===== src/rtl/rpm_pkg.sv =====
// -----------------------------------------------------------------------------
// rpm_pkg
// Shared constants, state encoding and helpers for the radix-4 Russian-peasant
// unsigned multiplier (russian_peasant_modified_umul_8).
//   RPM_WIDTH   operand width (default build)
//   RPM_PWIDTH  product width, 2*RPM_WIDTH
//   RPM_ITER    radix-4 iterations for a full operand, RPM_WIDTH/2
//   RPM_CNT_W   iteration counter width
// -----------------------------------------------------------------------------
package rpm_pkg;

   localparam int RPM_WIDTH  = 8;
   localparam int RPM_PWIDTH = 2 * RPM_WIDTH;
   localparam int RPM_ITER   = RPM_WIDTH / 2;

   // Counter must hold 0..iter-1; a single iteration still needs one bit.
   function automatic int rpm_cnt_width(input int iter);
      return (iter > 1) ? $clog2(iter) : 1;
   endfunction

   localparam int RPM_CNT_W = rpm_cnt_width(RPM_ITER);

   typedef enum logic [1:0] {
      IDLE = 2'd0,
      RUN  = 2'd1,
      DONE = 2'd2
   } rpm_state_t;

endpackage : rpm_pkg


===== src/rtl/rpm_radix4_pp.sv =====
// -----------------------------------------------------------------------------
// rpm_radix4_pp
// Combinational radix-4 partial-product selector: pp = digit * mcand for a
// 2-bit multiplier digit, i.e. one of 0, A, 2A, 3A. 3A is built with a shift
// and an add, so no multiplier primitive is inferred.
// Ports:
//   mcand  in   PWIDTH  shifted multiplicand (already zero-extended)
//   digit  in   2       current multiplier digit
//   pp     out  PWIDTH  selected partial product
// -----------------------------------------------------------------------------
module rpm_radix4_pp
   import rpm_pkg::*;
#(
   parameter int PWIDTH = RPM_PWIDTH
) (
   input  logic [PWIDTH-1:0] mcand,
   input  logic [1:0]        digit,
   output logic [PWIDTH-1:0] pp
);

   logic [PWIDTH-1:0] mcand_x2;
   logic [PWIDTH-1:0] mcand_x3;

   assign mcand_x2 = mcand << 1;
   assign mcand_x3 = mcand + mcand_x2;

   always_comb begin
      unique case (digit)
         2'd0:    pp = '0;
         2'd1:    pp = mcand;
         2'd2:    pp = mcand_x2;
         default: pp = mcand_x3;
      endcase
   end

endmodule : rpm_radix4_pp


===== src/rtl/russian_peasant_modified_umul_8.sv =====
// -----------------------------------------------------------------------------
// russian_peasant_modified_umul_8
// Sequential WIDTH x WIDTH unsigned multiplier, radix-4 Russian-peasant scheme.
// Every RUN cycle retires two multiplier bits: acc += {0,A,2A,3A}[mplr[1:0]],
// then the multiplicand shifts left by 2 and the multiplier right by 2.
// Handshake: start accepted in IDLE or DONE, busy high in RUN, done is a
// one-cycle pulse with product valid on and after it.
//
// Configuration macro RPM_EARLY_TERM_EN:
//   defined   -> leave RUN after the iteration in which the multiplier becomes
//                zero (at least one iteration); latency 1..WIDTH/2 cycles.
//   undefined -> always WIDTH/2 iterations.
//   The product is identical in both builds.
//
// Ports:
//   clk      in   1        clock, rising edge
//   rst      in   1        synchronous active-high reset, priority over start
//   start    in   1        operation request
//   A        in   WIDTH    multiplicand, captured on accept
//   B        in   WIDTH    multiplier, captured on accept
//   product  out  2*WIDTH  registered result, held until the next accept
//   busy     out  1        high while in RUN
//   done     out  1        one-cycle completion pulse
// -----------------------------------------------------------------------------
module russian_peasant_modified_umul_8
   import rpm_pkg::*;
#(
   parameter int WIDTH = RPM_WIDTH   // must be even and >= 2
) (
   input  logic                 clk,
   input  logic                 rst,
   input  logic                 start,
   input  logic [WIDTH-1:0]     A,
   input  logic [WIDTH-1:0]     B,
   output logic [2*WIDTH-1:0]   product,
   output logic                 busy,
   output logic                 done
);

   localparam int PW    = 2 * WIDTH;
   localparam int ITER  = WIDTH / 2;
   localparam int CNT_W = rpm_cnt_width(ITER);
   localparam logic [CNT_W-1:0] LAST_CNT = CNT_W'(ITER - 1);

   rpm_state_t        state_q,   state_d;
   logic [PW-1:0]     mcand_q,   mcand_d;
   logic [WIDTH-1:0]  mplr_q,    mplr_d;
   logic [PW-1:0]     acc_q,     acc_d;
   logic [CNT_W-1:0]  cnt_q,     cnt_d;
   logic [PW-1:0]     product_q, product_d;

   logic [PW-1:0]     pp;
   logic [PW-1:0]     acc_sum;
   logic [WIDTH-1:0]  mplr_shift;
   logic              last_iter;

   rpm_radix4_pp #(
      .PWIDTH (PW)
   ) u_pp (
      .mcand (mcand_q),
      .digit (mplr_q[1:0]),
      .pp    (pp)
   );

   // Full 2*WIDTH-bit add; the running sum never exceeds A*B, so no carry-out.
   assign acc_sum    = acc_q + pp;
   assign mplr_shift = mplr_q >> 2;

`ifdef RPM_EARLY_TERM_EN
   // Stop once no multiplier bits remain; the counter still caps the run.
   assign last_iter = (cnt_q == LAST_CNT) || (mplr_shift == '0);
`else
   assign last_iter = (cnt_q == LAST_CNT);
`endif

   always_comb begin
      // NOTE: every signal gets a default first so no path leaves it unassigned,
      // which would otherwise infer a latch.
      state_d   = state_q;
      mcand_d   = mcand_q;
      mplr_d    = mplr_q;
      acc_d     = acc_q;
      cnt_d     = cnt_q;
      product_d = product_q;

      unique case (state_q)
         IDLE, DONE: begin
            if (start) begin
               mcand_d = {{WIDTH{1'b0}}, A};
               mplr_d  = B;
               acc_d   = '0;
               cnt_d   = '0;
               state_d = RUN;
            end else begin
               state_d = IDLE;
            end
         end

         RUN: begin
            // start is deliberately ignored here; operands stay as captured.
            acc_d   = acc_sum;
            mcand_d = mcand_q << 2;
            mplr_d  = mplr_shift;
            cnt_d   = cnt_q + CNT_W'(1);
            if (last_iter) begin
               product_d = acc_sum;
               state_d   = DONE;
            end
         end

         default: state_d = IDLE;
      endcase
   end

   // NOTE: state registers use non-blocking assignments so every flop samples
   // the pre-edge values regardless of statement order. All registers are
   // cleared by the synchronous reset, including the datapath, so an aborted
   // operation leaves nothing stale behind.
   always_ff @(posedge clk) begin
      if (rst) begin
         state_q   <= IDLE;
         mcand_q   <= '0;
         mplr_q    <= '0;
         acc_q     <= '0;
         cnt_q     <= '0;
         product_q <= '0;
      end else begin
         state_q   <= state_d;
         mcand_q   <= mcand_d;
         mplr_q    <= mplr_d;
         acc_q     <= acc_d;
         cnt_q     <= cnt_d;
         product_q <= product_d;
      end
   end

   // DONE always lasts exactly one cycle, so decoding it gives the done pulse.
   assign product = product_q;
   assign busy    = (state_q == RUN);
   assign done    = (state_q == DONE);

endmodule : russian_peasant_modified_umul_8


===== config.mk =====
export PLATFORM = sky130hd
export DESIGN_NAME = russian_peasant_modified_umul_8
export DESIGN_NICKNAME = d
export VERILOG_FILES = /design/src/rtl/rpm_pkg.sv /design/src/rtl/rpm_radix4_pp.sv /design/src/rtl/russian_peasant_modified_umul_8.sv
export SDC_FILE = /design/constraint.sdc
export NUM_CORES = 1
export LEC_CHECK = 0
export CAP_MARGIN = 40
export CORE_AREA = 2 2 86 88
export DETAILED_ROUTE_END_ITERATION = 8
export DIE_AREA = 0 0 88 90
export DONT_BUFFER_PORTS = 1
export GPL_TIMING_DRIVEN = 0
export PLACE_DENSITY_LB_ADDON = 0.2
export SYNTH_ARGS = -nofsm -noshare
export SYNTH_HDL_FRONTEND = slang
export SYNTH_SLANG_ARGS = --single-unit

===== constraint.sdc =====
create_clock -name clk -period 5.8 [get_ports clk]
set_input_delay 0.87 -clock clk [delete_from_list [all_inputs] [get_ports clk]]
set_output_delay 0.87 -clock clk [all_outputs]
set_load 0.03 [all_outputs]

==> results of run 1 <==
==> worst max-delay path: stages, from the launching register on <==
cell and delay, ns:
dfxtp_1 0.45, ha_1 0.22, inv_1 0.06, fa_1 0.40
and2b_4 0.29, o2111ai_4 0.13, nand2_1 0.18, a41oi_2 0.16
xnor2_1 0.15, mux2_2 0.27, a22o_1 0.23, ha_1 0.37
nand3_1 0.13, nor3_1 0.17, nand3_1 0.16, and4b_1 0.23
or3_2 0.46, nand2_1 0.08, o211ai_1 0.07
==> final cells by class <==
type	instances	area, sq um
plain buffers	30	172.7
clock buffers	11	151.4
clock inverters	4	72.57
fillers	616	2595
inverters	11	41.29
multi-input cells	383	2663
flip-flops and latches	60	1201
well taps	99	123.9
==> through the flow <==
stage / total power, W / worst slack (ns)
after detailed placement: 0.0006160 / 1.519
final: 0.001042 / 1.448
after floorplan: 0.0005764 / 1.948
after CTS: 0.001041 / 1.477
after global routing: 0.001083 / 1.210
after global placement: 0.0006113 / 1.564
==> worst paths after layout <==
path,from,end,cells after the start,slack (ns)
setup / recovery,mcand_q[1],acc_q[15],18,1.45
hold / removal,mplr_q[7],mplr_q[5],2,0.52
setup reg to reg,mcand_q[1],acc_q[15],18,1.45
hold reg to reg,mplr_q[7],mplr_q[5],2,0.52
==> layout by cell type (no fill, tap or decap), types with 3 or more instances in the layout <==
cell      Yosys  final
nor2_1       53     53
and4b_1       3      3
dfxtp_1      60     60
or4_1         3      3
a211oi_1     13     13
nand4_1       4      4
or3_1         4      4
nand3b_1      5      5
a22o_1        9      9
nand3_1       7      7
clkbuf_1     21     21
nor3_1       13     13
a21o_1       10     10
o21a_1        3      3
nand2_1      48     48
xnor2_1      12     12
clkbuf_8      5     16
ha_1         32     32
o211ai_1      5      5
nor2b_1       5      5
nor4b_1       6      6
o21ai_0      15     15
nand2b_1      5      5
inv_1        11     11
a21oi_1      36     36
xor2_1        8      8
mux2_2        7      7
a22oi_1      24     24
a31oi_1       3      3
mux2i_1      12     12
==> report_power, final <==
part / switching (W) / internal (W) / total, W
Clock: 0.000169 / 0.000262 / 0.000432
Combinational: 0.000106 / 0.0000637 / 0.000170
Sequential: 0.0000149 / 0.000426 / 0.000441
==> flip-flops by register name (all words and copies together), names as in the netlist <==
signal and flops:
state_q 2, product 16, mcand_q 16, mplr_q 8
acc_q 16, cnt_q 2
==> metal layers <==
metal | up-vias | track usage
li1 | 1801 | -
met1 | 1701 | 0.3703
met2 | 119 | 0.4223
met3 | 26 | 0.04500
met4 | 0 | 0.1167
met5 | - | 0
==> cells by family (layout without fill, tap and decap cells) <==
| family | Yosys count | count (layout) | share of synthesized area |
|---|---|---|---|
| buffers and inverters | 41 | 56 | 0.05247 |
| muxes | 20 | 20 | 0.05155 |
| xor gates and xnor gates | 20 | 20 | 0.04296 |
| and+or+nand+nor | 169 | 169 | 0.2034 |
| DFF | 60 | 60 | 0.2946 |
| adders and majority gates | 34 | 34 | 0.1080 |
| AOI/OAI and AO/OA | 140 | 140 | 0.2470 |
==> results.toml, run 1 <==
[drt]
first_pass_iters = 5
drc = 0
wl_met1_mm = 4.742
dr_wl_met2_mm = 4.709
antenna_left = 0
highest_layer = "met4"
routed-via-count = 3647
wl_mm = 10.33
dr_wl_met3_microns = 553
viasPerCell = 6.099
wl_per_cell_microns = 17.27
drt_iter0_drc = 228

[synthesis]
netlist_instances = 484
seq_area_frac_synth = 0.2946
yosys.area.top_type = "dfxtp_1"
async_flop_share = 0
syn_avg_cell_area_sq_um = 8.425
synthTopCellsByCount = "dfxtp_1, nor2_1, nand2_1"
synth_cell_types = 63
synth_edf_count = 0
yosys_warnings = 0
yosysMostFrequentCell = "dfxtp_1"
synthesis.nets = 537
yosys.area.top_type_share = 0.2946
yosys_most_used_dff = "dfxtp_1"
netlist_area_sq_um = 4078
ys_ff_latch = 60
synth_area_leaders = "dfxtp_1, ha_1, nor2_1"

[sta]
finalSetupTns_ns = 0
post-route-min-period_ns = 4.352
setup_viol = 0
skew_ns = 0.01070
clock.fmax_ghz = 0.2298
final_max_slew_viol_count = 0
rsz0062_at_grt = "false"
max_slew_margin = 0.4583
hold_ws_ns = 0.5191
hold_violations = 0
fin_crit_sh = 0.7503
tightest_slew_ns = 0.8125

[finish]
fin_cells = 598
fin_util = 0.6304
n_antenna_cell = 0
areaGrowthSynthToFinish_pct = 8.530
stdcell_area_sq_um = 4425
drive_above_1_share = 0.08417
finalNetCount = 548

[global_route]
grt_max_degree = 11
grt_pass1_vias = 3545
antenna_found_initial = 0
grt_pass1_wl_mm = 17.02
grt_overflow = 0
grt_usage = 0.2725

[floorplan]
dieHeight_microns = 90
pin_count = 37
dieArea_sq_um = 7920
core_sq_um = 7020
start_util = 0.5808
placementRows = 31
die_x_microns = 88

[cts]
cts_root_buf = "clkbuf_8"
hold_buffers = 0
post-cts-setup-buffer-count = 0
numCtsBuffers = 9
clk_pin_slew_ns = 0.07
cts_resized = 0
cts_tree = "built"
clk_path_buf_depth = 2
htree_levels = 3
clk_latency_ns = 0.34
clock-sinks = 60

[placed_design]
place_congestion = 0.9039
dp_hpwl_mm = 7.555
post_dp_cell_area_sq_um = 4202
dp_cells = 583
portBuffers = 0

[job]
cap_viol_max_count = 0

[setup_path]
critPathRequiredTime_ns = 6.01
cp_max_fo = 6
worstPathArrival_ns = 4.56
end_kind = "register"
critical_path_class = "reg2reg"
start_kind = "register"

[pwr]
ir_worst_vdd_v = 0.0001421
p_leak_nw = 1.862
powerDensity_nw_per_um2 = 235.4

[status]
status = "finished clean"

[hold_path]
hold_path_class = "reg2reg"
No activity file was read; power rests on OpenSTA's default activity.
==> run 2, diff against run 1 <==
--- a/config.mk
+++ b/config.mk
@@ -5,10 +5,11 @@
 export SDC_FILE = /design/constraint.sdc
 export NUM_CORES = 1
 export LEC_CHECK = 0
+export ABC_AREA = 1
 export CAP_MARGIN = 40
-export CORE_AREA = 2 2 86 88
+export CORE_AREA = 2 2 85 87
 export DETAILED_ROUTE_END_ITERATION = 8
-export DIE_AREA = 0 0 88 90
+export DIE_AREA = 0 0 87 89
 export DONT_BUFFER_PORTS = 1
 export GPL_TIMING_DRIVEN = 0
 export PLACE_DENSITY_LB_ADDON = 0.2
==> constraint.sdc (replaced) <==
create_clock -name clk -period 4.2 [get_ports clk]
set_input_delay 0.63 -clock clk [delete_from_list [all_inputs] [get_ports clk]]
set_output_delay 0.63 -clock clk [all_outputs]
set_load 0.03 [all_outputs]
==> results.toml, run 2 <==
[drt]
wl_per_cell_microns = 14.61
routed-via-count = 3720
drt_iter0_drc = 226
dr_wl_met3_microns = 465
first_pass_iters = 6
wl_met1_mm = 4.666
drc = 0
dr_wl_met2_mm = 4.523
viasPerCell = 5.611
highest_layer = "met4"
antenna_left = 0
wl_mm = 9.688

[sta]
fin_ws_ns = 0.6836
finalSetupTns_ns = 0
tightest_slew_ns = 0.6414
max_slew_margin = 0.5724
rsz0062_at_grt = "false"
hold_violations = 0
skew_ns = 0.01112
post-route-min-period_ns = 3.516
clock.fmax_ghz = 0.2844
fin_crit_sh = 0.8372
setup_viol = 0
final_max_slew_viol_count = 0

[placed_design]
place_ws_ns = 0.7583
post_dp_cell_area_sq_um = 4076
place_congestion = 0.9159
portBuffers = 0
dp_hpwl_mm = 7.472

[cts]
clk_latency_ns = 0.33
clock-sinks = 60
clk_path_buf_depth = 2
cts_tree = "built"
numCtsBuffers = 9
cts_resized = 0
htree_levels = 3
clk_pin_slew_ns = 0.07
post-cts-setup-buffer-count = 0
cts_root_buf = "clkbuf_8"
hold_buffers = 0

[setup_path]
critical_path_class = "reg2reg"
slowest_stage = "dfxtp_1"
start_kind = "register"
cp_common_cell = "inv_1"
max_stage_delay_ns = 0.45
end_kind = "register"
worstPathArrival_ns = 3.76
critPathRequiredTime_ns = 4.44
cp_max_fo = 6

[finish]
finalNetCount = 632
areaGrowthSynthToFinish_pct = 8.150
regArea_sq_um = 1201
final_cell_mix = "nand2_1, a21oi_1, dfxtp_1"
fillers = 589
drive_above_1_share = 0.08233
multi_input_area_sq_um = 2456
stdcell_area_sq_um = 4300
n_antenna_cell = 0
layout_commonest_cell = "nand2_1"

[pwr]
p_leak_nw = 2.068
powerDensity_nw_per_um2 = 337.0
ir_worst_vdd_v = 0.0002769

[floorplan]
pin_count = 37
start_util = 0.5918
dieArea_sq_um = 7743
core_sq_um = 6719
placementRows = 30
die_x_microns = 87
dieHeight_microns = 89

[synthesis]
netlist_area_sq_um = 3976
yosysMostFrequentCell = "nand2_1"
synthTopCellsByCount = "nand2_1, a21oi_1, dfxtp_1"
synthesis.nets = 621
syn_avg_cell_area_sq_um = 7.001
yosys.area.top_type = "dfxtp_1"
netlist_instances = 568
yosys_warnings = 0
synth_edf_count = 0
seq_area_frac_synth = 0.3021
ys_ff_latch = 60
yosys_most_used_dff = "dfxtp_1"
synth_cell_types = 42
async_flop_share = 0
yosys.area.top_type_share = 0.3021
synth_area_leaders = "dfxtp_1, nand2_1, ha_1"

[global_route]
grt_pass1_wl_mm = 16.35
antenna_found_initial = 0
grt_pass1_vias = 3508
grt_usage = 0.2673
grt_overflow = 0
grt_max_degree = 11

[job]
cap_viol_max_count = 0

[hold_path]
hold_path_class = "in2reg"

[status]
status = "finished clean"
## run 2: cell count changes in the layout (fill, tap and decap cells not counted), sizes merged, moves of 18 or more
cell and delta:
inv +51, o21ai +18, a22oi -21, nor2 -19, nand2 +106, a21oi +26
## run 2: cell families after synthesis
kind of cell,synth area share
compound gates,0.2174
xor+xnor,0.03744
fa+ha+maj,0.1108
buf+inv,0.08024
flops,0.3021
simple gates,0.2521
## run 2: worst paths after layout
kind,to,start,slack (ns),depth (start not counted)
setup / recovery,product[15],mcand_q[1],0.68,25
hold / removal,mcand_q[5],A[5],0.44,2
setup reg to reg,product[15],mcand_q[1],0.68,25
hold reg to reg,cnt_q[1],cnt_q[1],0.47,2
## run 2: power by group
group | total, W | switching (W) | internal (W)
Clock | 0.000588 | 0.000225 | 0.000362
Sequential | 0.000616 | 0.0000248 | 0.000592
Combinational | 0.000245 | 0.000167 | 0.0000789
## run 2: layout make-up
class	count	area share
Multi-Input combinational cell	426	0.5711
Sequential cell	60	0.2793
Inverter	62	0.05412
Clock buffer	11	0.03521
Tap cell	80	0.02328
Buffer	20	0.02008
Clock inverter	4	0.01688
## run 2: layer usage
metal	up-vias	GRT usage
li1	1930	-
met1	1700	0.3626
met2	86	0.4504
met3	4	0.04524
met4	0	0.05540
met5	-	0
## run 2: critical path, delay by kind of cell (launching register included)
family / cells / cell delay [ns]
adder cells (fa/ha/maj): 3 / 0.97
AND/OR/NAND/NOR: 13 / 1.25
buffers and inverters: 7 / 0.49
flip-flops: 1 / 0.45
AO/OA/AOI/OAI: 2 / 0.27
## run 2: stage by stage
stage / hold WS, ns / utilization / power [W] / std cells
floorplan: 0.4293 / - / 0.0008070 / 568
global placement: 0.4426 / 0.6067 / 0.0008624 / 648
detailed placement: 0.4557 / 0.6067 / 0.0008687 / 648
CTS: 0.4375 / 0.6400 / 0.001446 / 663
global route: 0.4476 / 0.6400 / 0.001504 / 663
finish: 0.4448 / 0.6400 / 0.001449 / 663
